<file path="src/rtl/clk_div_pkg.sv">
// Shared types and defaults for the programmable clock divider.
package clk_div_pkg;

    localparam int DIV_CNT_W_DEF = 8;

    typedef enum logic [1:0] {
        STOP = 2'd0,
        RUN  = 2'd1,
        PEND = 2'd2
    } div_state_t;

endpackage

</file>
<file path="src/rtl/half_period_counter.sv">
// Counts 0..half-1 and flags the last cycle of each half-period.
module half_period_counter
    import clk_div_pkg::*;
#(
    parameter int CNT_W = DIV_CNT_W_DEF
) (
    input  logic             clk,
    input  logic             asyn_n_rst,
    input  logic             clear,
    input  logic [CNT_W-1:0] half,
    output logic             term
);

    logic [CNT_W-1:0] count;

    assign term = (count == (half - 1'b1));

    // Free-running half-period count, wraps on terminal count, held at 0 by clear.
    always_ff @(posedge clk or negedge asyn_n_rst) begin
        if (!asyn_n_rst) begin
            count <= '0;
        end else if (clear || term) begin
            count <= '0;
        end else begin
            count <= count + 1'b1;
        end
    end

endmodule

</file>
<file path="src/rtl/clk_div_sequencer.sv">
// Run-time programmable divider: FSM, pending half-period and registered outputs.
module clk_div_sequencer
    import clk_div_pkg::*;
#(
    parameter int CNT_W        = DIV_CNT_W_DEF,
    parameter int DEFAULT_HALF = 1
) (
    input  logic             clk,
    input  logic             asyn_n_rst,
    input  logic             en,
    input  logic             cfg_valid,
    input  logic [CNT_W-1:0] cfg_half,
    output logic             cfg_ready,
    output logic             clk_div,
    output logic             tick_rise,
    output logic             tick_fall,
    output logic             running
);

    localparam logic [CNT_W-1:0] DEF_H = CNT_W'(DEFAULT_HALF);

    div_state_t       state;
    div_state_t       state_next;
    logic [CNT_W-1:0] active_h;
    logic [CNT_W-1:0] pend_h;
    logic [CNT_W-1:0] cfg_clamped;
    logic             term;
    logic             xfer;
    logic             at_b;
    logic             clk_div_next;
    logic             active_load;
    logic [CNT_W-1:0] active_next;
    logic             pend_load;

    assign cfg_clamped = (cfg_half == '0) ? CNT_W'(1) : cfg_half;
    assign xfer        = cfg_valid && cfg_ready;
    assign at_b        = (state != STOP) && !clk_div && term;

    half_period_counter #(
        .CNT_W (CNT_W)
    ) u_counter (
        .clk        (clk),
        .asyn_n_rst (asyn_n_rst),
        .clear      (state == STOP),
        .half       (active_h),
        .term       (term)
    );

    // State register.
    always_ff @(posedge clk or negedge asyn_n_rst) begin
        if (!asyn_n_rst) begin
            state <= STOP;
        end else begin
            state <= state_next;
        end
    end

    // Next state: start from STOP on en, stop or resume only at the end of a low phase.
    always_comb begin
        state_next = state;
        case (state)
            STOP: begin
                if (en) state_next = RUN;
            end
            RUN: begin
                if (at_b && !en) state_next = STOP;
                else if (xfer)   state_next = PEND;
            end
            PEND: begin
                if (at_b) state_next = en ? RUN : STOP;
            end
            default: state_next = STOP;
        endcase
    end

    // Outputs and datapath controls: handshake, next divided level, half-period updates.
    always_comb begin
        cfg_ready    = (state != PEND);
        running      = (state != STOP);
        clk_div_next = clk_div;
        active_load  = 1'b0;
        active_next  = active_h;
        pend_load    = 1'b0;
        case (state)
            STOP: begin
                clk_div_next = en;
                if (xfer) begin
                    active_load = 1'b1;
                    active_next = cfg_clamped;
                end
            end
            RUN: begin
                if (term) clk_div_next = clk_div ? 1'b0 : en;
                if (xfer) begin
                    if (at_b && !en) begin
                        active_load = 1'b1;
                        active_next = cfg_clamped;
                    end else begin
                        pend_load = 1'b1;
                    end
                end
            end
            PEND: begin
                if (term) clk_div_next = clk_div ? 1'b0 : en;
                if (at_b) begin
                    active_load = 1'b1;
                    active_next = pend_h;
                end
            end
            default: clk_div_next = 1'b0;
        endcase
    end

    // Registered divided clock, edge ticks, active and pending half-periods.
    always_ff @(posedge clk or negedge asyn_n_rst) begin
        if (!asyn_n_rst) begin
            clk_div   <= 1'b0;
            tick_rise <= 1'b0;
            tick_fall <= 1'b0;
            active_h  <= DEF_H;
            pend_h    <= DEF_H;
        end else begin
            clk_div   <= clk_div_next;
            tick_rise <= !clk_div && clk_div_next;
            tick_fall <= clk_div && !clk_div_next;
            if (active_load) active_h <= active_next;
            if (pend_load)   pend_h   <= cfg_clamped;
        end
    end

endmodule

</file>
<file path="config.mk">
export PLATFORM = sky130hd
export DESIGN_NAME = clk_div_sequencer
export DESIGN_NICKNAME = d
export VERILOG_FILES = /design/src/rtl/clk_div_pkg.sv /design/src/rtl/half_period_counter.sv /design/src/rtl/clk_div_sequencer.sv
export SDC_FILE = /design/constraint.sdc
export NUM_CORES = 1
export LEC_CHECK = 0
export CAP_MARGIN = 20
export CORE_MARGIN = 2
export CORE_UTILIZATION = 56
export CTS_CLUSTER_DIAMETER = 30
export CTS_CLUSTER_SIZE = 12
export DETAILED_ROUTE_END_ITERATION = 8
export GPL_TIMING_DRIVEN = 0
export PLACE_DENSITY = 0.78
export SYNTH_ARGS = -nofsm -noshare
export SYNTH_HDL_FRONTEND = slang
export SYNTH_SLANG_ARGS = --single-unit
</file>
<file path="constraint.sdc">
create_clock -name clk -period 2.9 [get_ports clk]
set_clock_uncertainty 0.1 [all_clocks]
set_input_delay 0.29 -clock clk [delete_from_list [all_inputs] [get_ports clk]]
set_output_delay 0.29 -clock clk [all_outputs]
set_load 0.005 [all_outputs]
</file>
==> results by group <==
Placed design
  • Port bufs: 15
  • Final HPWL DP: 2.44 mm
  • Placed Area: 1950 um2
  • GPL Wtd Cong: around 0.81

Routing
  • DRT iter0 DRCs: 28
  • Final wirelength: around 3.4 mm
  • Drt drc: 0
  • Vias per cell: around 5.9
  • WL/cell: ~16 um
  • Antenna viol nets, final: 0
  • Detailed Routing Iterations Pass 1: 4
  • DR vias: between 1000 and 1500

STA
  • Final period utilization: between 90 and 100%
  • Minimum clock period: 2.70 ns
  • F_max: between 300 and 400 MHz
  • Final hold slack: 0.166 ns
  • Final Hold Viols: 0
  • Finish-stage setup viols: 0
  • Setup TNS: 0 ns
  • Max_slew headroom: about three fifths
  • Worst Max-Slew Pin Slew: 0.613 ns
  • Max-slew violations: 0
  • RSZ-0062 raised after global routing: false

Power and ir drop
  • Clock power share: between 10% and 20%
  • P_int: about 1.2 mW
  • Seq pwr share: around 37%
  • Max rail drop VDD: 599 uV
  • Sw Share: 38.7%
  • Logic pwr share: a little under 50%
  • Leak pwr: roughly 0.9 nW
  • Sw power: slightly below 0.8 mW
  • Power per cell area: between 900 and 1000 nW/um2

Clocking
  • Clock transition at path regs: roughly 0.090 ns
  • Clk sinks: 29
  • Root Buffer Master: clkbuf_4
  • CTS buffer count: 5
  • CTS tree: yes
  • Clock latency at the later pin of the worst-skew pair: between 0.3 and 0.4 ns
  • CTS max path bufs: 2
  • CTS H-Tree Depth: 2
  • Post-CTS sizing: 0

Yosys
  • Synth Flop Type: dfrtp_1
  • Async S/R FF share, synth: 100%
  • Syn_area_per_cell: between 10 and 15 um2
  • Post-synth cell types: 48
  • Post-Synthesis Cells: 152
  • Flop and latch count out of synthesis: 29
  • Syn nets: 170
  • Post-Syn Area: between 1500 and 2000 um2
  • Syn. warnings: 0
  • Post-synth EDFFs: 0
  • Sequential share of the synthesized area: between 40% and 50%

Die
  • Die ar.: between 3000 and 4000 um2
  • Row count: 20
  • Ports: 17
  • Die Span Y: approximately 60 um
  • Die W: ~60 um
  • Area of the core: 3000 um2
  • Starting Density: between 50 and 60%

Cells and area
  • Most frequent cells in the layout: dfrtp_1, mux2_2, clkdlybuf4s50_1, nor2_1, inv_1
  • Antenna diodes: 0
  • Layout cell share with drive strength beyond 1: about a quarter
  • Most common cell after layout, fill and taps aside: dfrtp_1
  • Nets: 196
  • Design area: 2060 um2
  • Area grow syn2layout: 18.5%

Critical path
  • Crit Path Class: flip-flop to flip-flop
  • Critical Path Source: active_h[0]
  • Worst Setup Start Kind: flip-flop
  • Peak per-stage delay on the critical path: approximately 0.58 ns
  • Critical path's most frequent cell: xnor2_1
  • CP arrival: 2.82 ns
  • Reg2Reg Depth: 9
  • RR Startpoint: active_h[0]
  • Worst EP required: approximately 3.0 ns
  • Crit-path max FO: 8
  • CP Capture Type: flip-flop
  • Critical Path Slowest Stage Cell: dfstp_2
  • Crit-path cells: inv_1 > ha_1 > xnor2_1 > xnor2_1 > nor4_4 > o211ai_4 > o311ai_4 > buf_12 > mux2_2

Worst hold path
  • Worst min path class: primary input to flip-flop
  • Hold depth: 2
  • Hold path start: en

Global routing
  • Global route overflow: 0
  • Initial antenna violation count: 0
  • Number of global-route vias before repair: approximately 1200
  • Total GRT Usage: 21.0%
  • Largest net degree at the start of global routing: 20
  • First-pass GRT wire length: between 5 and 6 mm

Flow run
  • Number of max-cap violations: 0

Outcome
  • Status: finished clean
-- critical path, delay by kind of cell, from the launching register on --
kind	cells	cell delay (ns)
flops	1	0.58
compound gates	2	0.47
simple gates	1	0.35
mux	1	0.33
xor+xnor	2	0.30
buf+inv	2	0.23
fa+ha+maj	1	0.23
-- synth_stat cells (3+ instances only) --
library cell | count | area, um2
dfrtp_1 | 27 | 676
mux2_2 | 19 | 214
nor2_1 | 11 | 41.3
inv_1 | 9 | 33.8
mux2i_1 | 7 | 70.1
nand3_1 | 7 | 35.0
xnor2_1 | 7 | 61.3
xor2_1 | 7 | 61.3
ha_1 | 6 | 75.1
nand2_1 | 6 | 22.5
and3_1 | 3 | 18.8
-- area by class of cell --
type	instances	area [um2]
fillers	221	947
well taps	33	41.3
inverters	9	33.8
repair buffers	19	210
multi-input cells	112	955
clock inverters	1	5.00
clock buffers	7	65.1
plain buffers	2	17.5
flip-flops and latches	29	728
-- power by group through the flow --
stage                     sequential, mW  combinational (mW)  clock (mW)
after floorplan                    0.708               0.721           0
after global placement             0.740               0.889           0
after detailed placement           0.753               0.937           0
after CTS                          0.745               0.944       0.287
after global routing               0.770                1.07       0.309
final                              0.742               0.966       0.281
-- through the flow --
stage	util [%]	instances	total power, mW	worst slack [ns]
after floorplan	-	152	1.43	0.282
after global placement	64.1	200	1.63	0.0753
after detailed placement	65.0	201	1.69	0.0354
after CTS	67.4	209	1.98	0.0260
after global routing	68.5	212	2.14	0.0152
final	68.5	212	1.99	0.195
-- final timing paths --
path,endpoint,slack [ns]
max,pend_h[3],0.20
min,tick_rise,0.17
max reg2reg,pend_h[3],0.20
min reg2reg,pend_h[2],0.41
max in group asynchronous,active_h[0],1.87
min in group asynchronous,tick_rise,0.23
-- routing by layer --
metal	wire length, um	vias to the layer above	track usage (%)
li1	-	609	-
met1	1490	619	26.9
met2	1700	19	31.8
met3	109	9	6.93
met4	68	0	10.5
met5	0	-	0
-- cells by family after synthesis --
logic type	after synthesis	synth area share, %
multiplexers	26	16.4
buffers and inverters	11	2.96
AO/OA/AOI/OAI	19	10.8
adder cells (fa/ha/maj)	6	4.33
AND/OR/NAND/NOR	47	16.5
flip-flops	29	42.0
XOR/XNOR	14	7.07
-- state kept, by name, summed over array words and instances, names as in the netlist --
name / count
active_h: 8
tick_rise: 1
tick_fall: 1
u_counter.count: 8
state: 2
clk_div: 1
pend_h: 8
-- timing repair --
item | 4_1_cts | 5_1_grt
hold buffers | 0 | 0
endpoints found under the setup margin | 0 | 8
setup buffers | 0 | 3
Note: power is estimated with default switching activity, not from simulation.
